<file path="src/rtl/commu_pkg.sv">
// Shared constants and sequencer state encoding for the UART TX byte buffer.
// Latency: n/a (definitions only).
// Backpressure: n/a.
package commu_pkg;
    localparam int DEPTH  = 16;
    localparam int AW     = 4;
    localparam int GAP_US = 104;
    localparam int GAP_W  = 7;

    typedef enum logic [1:0] {
        IDLE = 2'd0,
        LOAD = 2'd1,
        WAIT = 2'd2
    } tx_state_e;
endpackage

</file>
<file path="src/rtl/utx_fifo.sv">
// Synchronous byte FIFO with occupancy count; head is readable combinationally.
// Latency: a pushed byte is visible at the head the cycle after the push.
// Backpressure: full_o; pushes while full are ignored, pops while empty are ignored.
module utx_fifo #(
    parameter int DEPTH = commu_pkg::DEPTH,
    parameter int AW    = commu_pkg::AW
) (
    input  logic          clk_sys,
    input  logic          rst_n,
    input  logic          push_i,
    input  logic [7:0]    wdata_i,
    input  logic          pop_i,
    output logic [7:0]    rdata_o,
    output logic [AW:0]   cnt_o,
    output logic          full_o
);
    localparam logic [AW:0] FULL_CNT = (AW+1)'(DEPTH);

    logic [7:0]    mem_q [DEPTH];
    logic [AW-1:0] wr_ptr_q, rd_ptr_q;
    logic [AW:0]   cnt_q, cnt_d;
    logic          push_ok, pop_ok;

    assign full_o  = (cnt_q == FULL_CNT);
    assign push_ok = push_i && !full_o;
    assign pop_ok  = pop_i && (cnt_q != '0);
    assign cnt_d   = cnt_q + (AW+1)'(push_ok) - (AW+1)'(pop_ok);
    assign cnt_o   = cnt_q;
    assign rdata_o = mem_q[rd_ptr_q];

    always_ff @(posedge clk_sys or negedge rst_n) begin
        if (!rst_n) begin
            wr_ptr_q <= '0;
            rd_ptr_q <= '0;
            cnt_q    <= '0;
        end else begin
            if (push_ok) wr_ptr_q <= wr_ptr_q + 1'b1;
            if (pop_ok)  rd_ptr_q <= rd_ptr_q + 1'b1;
            cnt_q <= cnt_d;
        end
    end

    // Storage carries no reset; only pointers and count define validity.
    always_ff @(posedge clk_sys) begin
        if (push_ok) mem_q[wr_ptr_q] <= wdata_i;
    end
endmodule

</file>
<file path="src/rtl/utx_buf.sv">
// Queues bytes and launches them to the UART TX phy with a minimum microsecond gap.
// Latency: byte written into an empty idle buffer in cycle k gives tx_vld in cycle k+2.
// Backpressure: wr_full; writes while full are dropped and latched in sticky ovf_err.
module utx_buf
    import commu_pkg::tx_state_e, commu_pkg::IDLE, commu_pkg::LOAD, commu_pkg::WAIT,
           commu_pkg::GAP_W;
#(
    parameter int GAP_US = commu_pkg::GAP_US,
    parameter int DEPTH  = commu_pkg::DEPTH
) (
    input  logic                     clk_sys,
    input  logic                     rst_n,
    input  logic                     pluse_us,
    input  logic [7:0]               wr_data,
    input  logic                     wr_en,
    output logic                     wr_full,
    output logic [$clog2(DEPTH):0]   wr_cnt,
    input  logic                     clr_err,
    output logic                     ovf_err,
    output logic [7:0]               tx_data,
    output logic                     tx_vld,
    output logic                     tx_busy
);
    localparam int AW = $clog2(DEPTH);
    localparam logic [GAP_W-1:0] GAP_LAST = GAP_W'(GAP_US - 1);

    tx_state_e        state_q, state_d;
    logic [GAP_W-1:0] gap_cnt_q, gap_cnt_d;
    logic [7:0]       tx_data_q, tx_data_d;
    logic             ovf_q, ovf_d;
    logic             pop;
    logic [7:0]       fifo_head;
    logic [AW:0]      fifo_cnt;
    logic             fifo_full;

    utx_fifo #(.DEPTH(DEPTH), .AW(AW)) u_fifo (
        .clk_sys (clk_sys),
        .rst_n   (rst_n),
        .push_i  (wr_en),
        .wdata_i (wr_data),
        .pop_i   (pop),
        .rdata_o (fifo_head),
        .cnt_o   (fifo_cnt),
        .full_o  (fifo_full)
    );

    // tx_data is captured on entry to LOAD so it is already valid during the strobe.
    always_comb begin
        state_d   = state_q;
        gap_cnt_d = gap_cnt_q;
        tx_data_d = tx_data_q;
        pop       = 1'b0;
        case (state_q)
            IDLE: begin
                if (fifo_cnt != '0) begin
                    state_d   = LOAD;
                    tx_data_d = fifo_head;
                end
            end
            LOAD: begin
                pop       = 1'b1;
                gap_cnt_d = '0;
                state_d   = WAIT;
            end
            WAIT: begin
                if (pluse_us) begin
                    if (gap_cnt_q == GAP_LAST) state_d = IDLE;
                    else                       gap_cnt_d = gap_cnt_q + 1'b1;
                end
            end
            default: state_d = IDLE;
        endcase
    end

    // Set beats clear when a drop and clr_err coincide.
    assign ovf_d = (wr_en && fifo_full) ? 1'b1 : (clr_err ? 1'b0 : ovf_q);

    always_ff @(posedge clk_sys or negedge rst_n) begin
        if (!rst_n) begin
            state_q   <= IDLE;
            gap_cnt_q <= '0;
            tx_data_q <= 8'h00;
            ovf_q     <= 1'b0;
        end else begin
            state_q   <= state_d;
            gap_cnt_q <= gap_cnt_d;
            tx_data_q <= tx_data_d;
            ovf_q     <= ovf_d;
        end
    end

    assign wr_full = fifo_full;
    assign wr_cnt  = fifo_cnt;
    assign ovf_err = ovf_q;
    assign tx_data = tx_data_q;
    assign tx_vld  = (state_q == LOAD);
    assign tx_busy = (state_q != IDLE) || (fifo_cnt != '0);
endmodule

</file>
<file path="config.mk">
export PLATFORM = sky130hd
export DESIGN_NAME = utx_buf
export DESIGN_NICKNAME = d
export VERILOG_FILES = /design/src/rtl/commu_pkg.sv /design/src/rtl/utx_fifo.sv /design/src/rtl/utx_buf.sv
export SDC_FILE = /design/constraint.sdc
export NUM_CORES = 1
export LEC_CHECK = 0
export ABC_AREA = 1
export BUFFER_PORTS_ARGS = -buffer_cell sky130_fd_sc_hd__buf_2
export CORE_MARGIN = 3
export CORE_UTILIZATION = 65
export DETAILED_ROUTE_END_ITERATION = 6
export PLACE_DENSITY = 0.83
export SETUP_SLACK_MARGIN = 0.15
export SYNTH_ARGS = -nofsm -noshare
export SYNTH_HDL_FRONTEND = slang
export SYNTH_SLANG_ARGS = --single-unit
</file>
<file path="constraint.sdc">
create_clock -name clk_sys -period 4 [get_ports clk_sys]
set_clock_uncertainty 0.1 [all_clocks]
set_input_delay 0.2 -clock clk_sys [delete_from_list [all_inputs] [get_ports clk_sys]]
set_output_delay 0.2 -clock clk_sys [all_outputs]
set_load 0.01 [all_outputs]
</file>
[Yosys cells after proc, flatten, opt, wreduce, memory -nomap -nowiden]
Memories as Yosys holds them, arrays and structs flattened. A register that Yosys moved wholly into a read port is not among the register bits.
Cells that the tools add are included.
Word-level totals
  memories: 1
  logic and storage cells: 46
  output and inout port bits: 17
  register bits: 23
  RAM bits: 128
Memories
  u_fifo.mem_q: words 16, width 8, rd ports 1, clocked after memory_dff 1, wr ports 1, line utx_fifo.sv:19  | logic [7:0] mem_q [DEPTH];
Operators by class
  equal/unequal tests: 8
  reductions and logical operators: 14
  mux-type cells: 12
  $add $sub $neg: 5
Operators with widths (count)
  $mux W7: 2
  $pmux W7 S2: 1
  $add A4 B1 Y4 const B: 2
  $ne A2 B2 Y1 const B: 4
  $add A7 B1 Y7 const B: 1
  $eq A7 B7 Y1 const B: 1
  $mux W2: 3
  $pmux W2 S3: 1
  $reduce_and A3 Y1: 2
  $reduce_bool A2 Y1: 3
  $add A5 B1 Y5: 1
  $eq A5 B5 Y1 const B: 1
  $mux W1: 5
  $reduce_bool A5 Y1: 1
  $sub A5 B1 Y5: 1
  $logic_and A1 B1 Y1: 3
  $eq A2 B1 Y1 const B: 1
  $eq A2 B2 Y1 const B: 1
  $logic_not A1 Y1: 2
  $logic_not A2 Y1: 1
  $reduce_and A2 Y1: 1
  $logic_or A1 B1 Y1: 1

[Logic depth before layout (Yosys ltp)]
Gate-level depths: netlist of the first run.
  depth in word-level cells: 5
  gate-level depth with buffers: 13
  mapped depth without buffers: 13

[By module]
Synthesis of the first run repeated with hierarchy kept, for this count alone.
Unflattened totals
  cell total of the unflattened synthesis: 715
  area total of the unflattened synthesis: 7094.3 sq um
By module, submodules not included
  utx_fifo: times used 1, cells an instance 605, area an instance 6200.9 sq um, sequential area each 4169.0 sq um
  utx_buf: times used 1, cells an instance 110, area an instance 893.4 sq um, sequential area each 450.4 sq um

[Least setup slack after synthesis of the first run]
OpenSTA, ideal clock, no wires.
  path type: register to register
  from: reg u_fifo.cnt_q[3], in the netlist u_fifo.cnt_o[3]
  to: reg u_fifo.cnt_q[4], in the netlist u_fifo.cnt_o[4]
  arrival time: 2213 ps
  library setup time: 128 ps
  slack: 1559 ps
  data required time: 3772 ps
  period minus slack after synthesis: 2441 ps
  buffers on the path: 0
  stages on the path, launching flop included: 14
  cells stage by stage: dfrtp_1 -> inv_1 -> ha_1 -> nand4_1 -> nand2_1 -> inv_2 -> ha_1 -> inv_1 -> ha_1 -> inv_1 -> fa_1 -> o21ai_0 -> a21oi_1 -> xor2_1
RTL lines
  from (decl): line utx_fifo.sv:21  | logic [AW:0] cnt_q, cnt_d;
  from (signal assigned): line utx_fifo.sv:39  | cnt_q <= cnt_d;
  $reduce_bool A5 Y1: line utx_fifo.sv:26  | assign pop_ok = pop_i && (cnt_q != '0);
  $logic_and A1 B1 Y1: line utx_fifo.sv:26
  via u_fifo.pop_ok: line utx_fifo.sv:22  | logic push_ok, pop_ok;
  $sub A5 B1 Y5: line utx_fifo.sv:27  | assign cnt_d = cnt_q + (AW+1)'(push_ok) - (AW+1)'(pop_ok);
  via u_fifo.cnt_d[4]: line utx_fifo.sv:21
The timed path passes the listed nets, and every way through them passes these cells.
A chain may end at the register's enable or synchronous reset.

[Final worst setup path of the first run]
  from: reg u_fifo.cnt_q[2], in the netlist u_fifo.cnt_o[2]
  to: reg u_fifo.cnt_q[4], in the netlist u_fifo.cnt_o[4]
Same word-level chain as after synthesis.

==> metrics.md, run 1 <==
| Metric | Value |
|---|---|
| Worst setup margin | approximately 1.3 ns |
| Met2 wire length | approximately 8200 um |
| Clock sinks | ~160 |
| Top cell type by total area after synthesis | edfxtp_1 |
| CTS resizes | 0 |
| CP startpoint | u_fifo.cnt_o[2]$_DFF_PN0_ |
| Reg-to-reg slack, setup | roughly 1.3 ns |
| Highest Signal Layer | met4 |
| Met3 wire length | around 1100 um |
| CTS root buffer | clkbuf_8 |
| Initial Utilization | 68.1% |
| Overall routed net length | 15,900 um |
| First-pass GRT wire length | about 26,000 um |
| Area of the multi-input gates | between 1500 and 2000 um^2 |
| Sequential area share after synthesis | between 60% and 70% |
| P_leak | approximately 3.6 nW |
| Post-placement cell area | 7310 um^2 |
| Ys Warns | 0 |
| Setup TNS | 0 ns |
| Storage element area | around 4600 um^2 |
| Post-Place Worst Slack | roughly 1.4 ns |
| Worst setup SP type | register |
| Port Buffers | 29 |
| H-tree levels | 4 |
| RSZ-0062 raised after global routing | no |
| GP Congestion | 0.879 |
| Tmin final | 2.65 ns |
| Clock latency on the worst-skew pair | ~0.53 ns |
| Clock Tree Buf Depth | 2 |
| Vias in the first global route | 5,051 |
| CP Max Fanout | 6 |
| Residual DRC | 0 |
| DRT Pass-1 Iters | 6 |
| Die area | 12,300 um^2 |
| GRT overflow | 0 |
| Syn_area_per_cell | between 9 and 10 um^2 |
| Initial DRC count | 790 |
| Worst slew pin tran | 1.12 ns |
| Synthesized area | 7160 um^2 |
| FF-to-FF path depth | 13 |
| Final hold violations | 0 |
| Crit end category | register |
| Via count | approximately 5k |
| Max-cap violation count | 0 |
| Cell count after synthesis | 720 |
| Post-Syn Nets | 746 |
| Number of distinct library cells after synthesis | 22 |
| Final setup violation count | 0 |
| Worst-path clk slew | 0.07 ns |
| Maximum VDD drop | about 0.00033 V |
| Max-slew headroom | 25.3% |
| Max-slew violations | 0 |
| Top post-synthesis cells by area | edfxtp_1 (54%), nand2_1 (12%), dfrtp_1 (11%), nand3_1 (7.5%), inv_1 (6.5%) |
| Worst R2R Start | u_fifo.cnt_o[2]$_DFF_PN0_ |
| Fin area | between 7000 and 8000 um^2 |
| HP Class | primary input to async pin |
| I/O pin total | 30 |
| Total core area | 10,500 um^2 |
| Post-DR vias/cell | 5.56 |
| Worst EP required | 4.31 ns |
| Max frequency | between 300 and 400 MHz |
| Die height | roughly 110 um |
| R2r endpoint | u_fifo.cnt_o[4]$_DFF_PN0_ |
| Met1 wire length | slightly above 6000 um |
| # fillers | 643 |
| Remaining antenna violation count | 0 |
| Crit share post-route | 66.3% |
| All-Layer GR Usage | 26.9% |
| Rows | 37 |
| CP Data Arrival Time | 2.96 ns |
| Crit path kind | register to register |
| Top-area cell type share of the netlist area | 53.7% |
| Status | complete, no violations |
| Estimated wirelength of the detail-placed design | 9520 um |
| Pwr dens | around 540 nW/um^2 |
| Largest net degree at the start of global routing | 67 |
| Antenna fix cells | 0 |
| Die span in x | 111 um |
| Area growth syn-to-layout | 11.4% |
| Antenna violations before repair | 0 |
| Fin nets | around 780 |
| TritonCTS Buffers | 17 |
| Seq cells post-synth | 159 |
| Share of post-route cells with drive strength above 1 | a little under a tenth |
| CTS tree | built |
| Routed length per instance | 17.5 um |
==> sequential cells by signal, summed over array words and instances (netlist names) <==
register	flops
u_fifo.cnt_o	5
tx_data	8
state_q	2
u_fifo.mem_q	128
gap_cnt_q	7
u_fifo.rd_ptr_q	4
u_fifo.wr_ptr_q	4
ovf_err	1
==> how the worst max path moves through the flow <==
stage | end | slack, ns | depth (start not counted)
global placement | u_fifo.cnt_o[4]$_DFF_PN0_ | 1.50 | 13
global route | u_fifo.cnt_o[4]$_DFF_PN0_ | 1.13 | 13
finish | u_fifo.cnt_o[4]$_DFF_PN0_ | 1.35 | 13
floorplan | u_fifo.cnt_o[4]$_DFF_PN0_ | 1.56 | 13
CTS | u_fifo.cnt_o[4]$_DFF_PN0_ | 1.36 | 13
detailed placement | u_fifo.cnt_o[4]$_DFF_PN0_ | 1.38 | 13
==> kinds of logic (layout without fill, tap and decap cells) <==
kind of cell,count (synthesis),in the layout,synth area share [%]
AND/OR/NAND/NOR,361,361,21.0
adder cells (fa/ha/maj),13,13,2.38
buffers and inverters,159,210,9.47
flip-flops,159,159,64.5
XOR/XNOR,13,13,1.59
AO/OA/AOI/OAI,15,15,1.05
==> stage by stage <==
stage | hold slack [ns] | power, mW | instances | utilization, %
2_1_floorplan | -0.196 | 2.58 | 720 | -
3_3_place_gp | 0.168 | 2.76 | 862 | 69.6
3_5_place_dp | 0.179 | 2.82 | 862 | 69.6
4_1_cts | 0.173 | 4.26 | 907 | 75.9
5_1_grt | 0.214 | 4.47 | 907 | 75.9
6_report | 0.144 | 4.28 | 907 | 75.9
==> cell type report <==
cell class | instances | share of cell area (%)
Multi-Input combinational cell | 402 | 23.3
Sequential cell | 159 | 58.0
Tap cell | 136 | 2.13
Timing Repair Buffer | 44 | 3.64
Clock inverter | 13 | 1.33
Clock buffer | 19 | 5.29
Inverter | 134 | 6.31
==> synth_stat cells <==
cell type    n
o21ai_1      1
dfrtp_1     31
buf_6        5
fa_1         1
a21oi_1      3
nor2_1      24
buf_1        1
nand4_1      3
xnor2_1      2
xor2_1      11
ha_1        12
buf_4        8
clkinv_1     3
edfxtp_1   128
o21ai_0     11
buf_2       11
nor2_2       1
inv_2        7
inv_1      124
nand2_1    225
nand3_1    107
nand2_2      1
==> report_power, final <==
group          switching [mW]  leakage [nW]  internal (mW)
Combinational           0.458          1.83          0.235
Clock                   0.680         0.257          0.776
Sequential              0.122          1.56           2.01
==> critical path, stage by stage (launching register included) <==
cell and delay [ns]:
dfrtp_1 0.40, inv_1 0.11, ha_1 0.17, nand4_1 0.14
nand2_1 0.14, inv_2 0.07, ha_1 0.28, inv_1 0.06
ha_1 0.16, inv_1 0.06, fa_1 0.39, o21ai_0 0.20
a21oi_1 0.10, xor2_1 0.15
==> what timing repair did <==
item                       in CTS  in global routing
hold buffers                   13                  0
setup endpoints to repair       0                  0
setup buffers                   0                  0
hold endpoints to repair      163                  0
==> metal layers <==
metal | GRT usage (%) | vias up
met4 | 10.2 | 0
li1 | - | 2373
met1 | 34.3 | 2375
met3 | 4.37 | 45
met2 | 46.5 | 249
met5 | 0 | -
==> layout by cell type (no fill, tap or decap) <==
| cell type | instances |
|---|---|
| clkinv_4 | 5 |
| inv_6 | 4 |
| clkbuf_1 | 2 |
| clkinvlp_4 | 1 |
| clkinv_2 | 1 |
| clkbuf_16 | 16 |
| nor2_2 | 1 |
| dfrtp_2 | 1 |
| inv_8 | 1 |
| buf_4 | 2 |
| xnor2_1 | 2 |
| dfrtp_1 | 30 |
| nand3_1 | 107 |
| inv_2 | 7 |
| inv_1 | 124 |
| xor2_1 | 11 |
| clkbuf_8 | 1 |
| o21ai_1 | 1 |
| fa_1 | 1 |
| nand2_2 | 1 |
| nand4_1 | 3 |
| a21oi_1 | 3 |
| ha_1 | 12 |
| edfxtp_1 | 128 |
| nand2_1 | 225 |
| clkinv_1 | 4 |
| dlygate4sd3_1 | 13 |
| buf_2 | 29 |
| nor2_1 | 24 |
| o21ai_0 | 11 |
No activity file was read; power rests on OpenSTA's default activity.
==> inputs of run 2 (changes only) <==
Settings changed: ABC_AREA 1 to 0, CORE_UTILIZATION 65 to 61, PLACE_DENSITY 0.83 to 0.79.
Clock period 4 ns to 2.8 ns, I/O delays scaled along.
==> run 2 against run 1 <==
Net effect:
- synthesized cell count decreased by 44%
- non-clock buffer count increased by 14
- setup slack got worse by 1.0 ns
- global-route usage decreased by 2.2 points
- largest cell class unchanged
- largest power group unchanged
==> metrics.md, run 2 <==
| Metric | Value |
|---|---|
| # fillers | ~620 |
| Critical Path Most Common Cell | inv_1 |
| Number of distinct library cells after synthesis | 49 |
| Syn_area_per_cell | around 16 um^2 |
| Status | complete, no violations |
| Sequential area share after synthesis | 70.3% |
| Most common cell after layout, fill and taps aside | edfxtp_1 |
| Crit path kind | register to register |
| Die area | 12,100 um^2 |
| DRT Pass-1 Iters | 5 |
| Share of post-route cells with drive strength above 1 | between 20% and 30% |
| Area growth syn-to-layout | 15.8% |
| I/O pin total | 30 |
| CP Data Arrival Time | 2.80 ns |
| P_leak | 2.85 nW |
| HP Class | primary input to async pin |
| Vias in the first global route | 3,767 |
| EDFF count, synth | 128 |
| Rows | 37 |
| Residual DRC | 0 |
| Ys Warns | 0 |
| Crit end category | register |
| Antenna violations before repair | 0 |
| Initial Utilization | 63.1% |
| Die height | 110 um |
| Setup TNS | 0 ns |
| All-Layer GR Usage | ~25% |
| TritonCTS Buffers | 17 |
| Synthesized area | around 6600 um^2 |
| GP Congestion | 0.844 |
| Max incr delay on CP | 0.40 ns |
| Worst slew pin tran | around 0.74 ns |
| Most frequent cells in the layout | edfxtp_1 (128), mux2i_1 (33), dfrtp_1 (30) |
| Crit path cell chain | inv_1, ha_1, nor4b_4, nor2_1, ha_1, inv_1, ha_1, inv_1, fa_2, inv_1, a21oi_1, o21bai_1, xnor2_1 |
| Ys flop type | edfxtp_1 |
| Via count | 3,696 |
| Top cell type by total area after synthesis | edfxtp_1 |
| Tmin final | 2.46 ns |
| Worst setup SP type | register |
| Total core area | between 10,000 and 15,000 um^2 |
| Max-slew violations | 0 |
| Overall routed net length | 13,600 um |
| Async S/R FF share, synth | approximately a fifth |
| First-pass GRT wire length | between 20,000 and 25,000 um |
| Port Buffers | 29 |
| Top-area cell type share of the netlist area | 58.5% |
| Post-Syn Nets | 426 |
| Cell count after synthesis | 400 |
| GRT overflow | 0 |
| Post-Place Worst Slack | 0.316 ns |
| Worst setup margin | 0.340 ns |
| Clock Tree Buf Depth | 2 |
| Max-cap violation count | 0 |
| Top post-synthesis cells by area | edfxtp_1 (59%), dfrtp_1 (12%), mux4_2 (5.5%), mux2i_1 (5.0%), ha_1 (2.3%) |
| Die span in x | 110 um |
| CTS tree | built |
| Max-slew headroom | roughly 51% |
| RSZ-0062 raised after global routing | no |
| Worst-path clk slew | 0.06 ns |
| Remaining antenna violation count | 0 |
| Clock sinks | 159 |
| H-tree levels | 4 |
| Largest net degree at the start of global routing | 36 |
| Pwr dens | 1000 nW/um^2 |
| Max frequency | 406 MHz |
| Slowest stage cell, crit path | dfrtp_1 |
| Largest Register | u_fifo.mem_q |
| Clock latency on the worst-skew pair | 0.53 ns |
| Routed length per instance | between 20 and 25 um |
| Top-count cell post-synth | edfxtp_1 |
| Seq cells post-synth | 159 |
| Initial DRC count | 377 |
| Synth cell count leaders | edfxtp_1 (128), mux2i_1 (33), dfrtp_1 (31) |
| Worst EP required | 3.14 ns |
| Worst path top cell family by delay | adder cells |
| Crit share post-route | 87.9% |
| CTS root buffer | clkbuf_8 |
| Max FFs per register | 128 |
| CP Max Fanout | 3 |
| Antenna fix cells | 0 |
| Maximum VDD drop | 0.000540 V |
| Bufs and invs on worst path | 4 |
| Estimated wirelength of the detail-placed design | 8390 um |
| Fin nets | 486 |
| Final hold violations | 0 |
| Post-DR vias/cell | between 6 and 7 |
| Final setup violation count | 0 |
## run 2: cell count changes after synthesis, sizes merged, moves of 14 or more
cell   previous run  this run
nand2           226        28
inv             131        21
nand3           107        12
mux2i             0        33
mux4              0        16
a22oi             0        15
nor2             25        11
## run 2: layer usage
metal | GRT usage (%) | wire length, um | up-vias
li1 | - | - | 1647
met5 | 0 | 0 | -
met1 | 34.2 | 5450 | 1859
met2 | 38.4 | 6790 | 163
met3 | 6.58 | 982 | 27
met4 | 8.90 | 352 | 0
## run 2: power by group
group,internal (mW),switching (mW),leakage (nW)
Combinational,0.999,1.22,1.05
Sequential,2.95,0.348,1.54
Clock,1.19,0.927,0.256
## run 2: layout make-up
| type | instances | area, um^2 | share of cell area (%) |
|---|---|---|---|
| Tap cell | 136 | 170 | 2.24 |
| Clock buffer | 17 | 414 | 5.44 |
| Multi-Input combinational cell | 203 | 1790 | 23.5 |
| Timing Repair Buffer | 58 | 408 | 5.36 |
| Clock inverter | 15 | 134 | 1.76 |
| Inverter | 21 | 78.8 | 1.04 |
| Sequential cell | 159 | 4620 | 60.7 |
## run 2: worst paths after layout
path,cells after the start,to,slack [ns],start
max,13,u_fifo.cnt_o[4]$_DFF_PN0_,0.34,u_fifo.cnt_o[2]$_DFF_PN0_
min,2,u_fifo.wr_ptr_q[1]$_DFFE_PN0P_,0.11,rst_n
max reg2reg,13,u_fifo.cnt_o[4]$_DFF_PN0_,0.34,u_fifo.cnt_o[2]$_DFF_PN0_
min reg2reg,1,gap_cnt_q[0]$_DFFE_PN0P_,0.41,gap_cnt_q[0]$_DFFE_PN0P_
max in group asynchronous,2,u_fifo.rd_ptr_q[0]$_DFFE_PN0P_,1.97,rst_n
min in group clk_sys,1,gap_cnt_q[0]$_DFFE_PN0P_,0.41,gap_cnt_q[0]$_DFFE_PN0P_
## run 2: kinds of logic (layout without fill, tap and decap cells)
logic type	after synthesis	after routing	share of synthesized area, %
and+or+nand+nor	89	89	7.50
xor gates and xnor gates	13	13	1.73
muxes	51	51	10.9
buffers and inverters	38	111	2.55
AOI/OAI and AO/OA	37	37	4.46
adders and majority gates	13	13	2.59
DFF	159	159	70.3
## run 2: stage by stage
step / hold WS, ns / instances / area [um^2] / power [mW] / utilization [%]
final: 0.114 / 609 / 7610 / 7.64 / 73.1
after global routing: 0.169 / 609 / 7610 / 8.01 / 73.1
after CTS: 0.121 / 609 / 7610 / 7.66 / 73.0
after detailed placement: 0.142 / 564 / 6930 / 5.51 / 66.5
after global placement: 0.138 / 564 / 6930 / 5.42 / 66.5
after floorplan: -0.256 / 400 / 6570 / 4.82 / -
## run 2: what timing repair did
action                                  CTS  global route
hold buffers                             13             0
hold endpoints to repair                166             0
resized for setup                         0             1
buffers inserted                          0             0
endpoints found under the setup margin    0             1
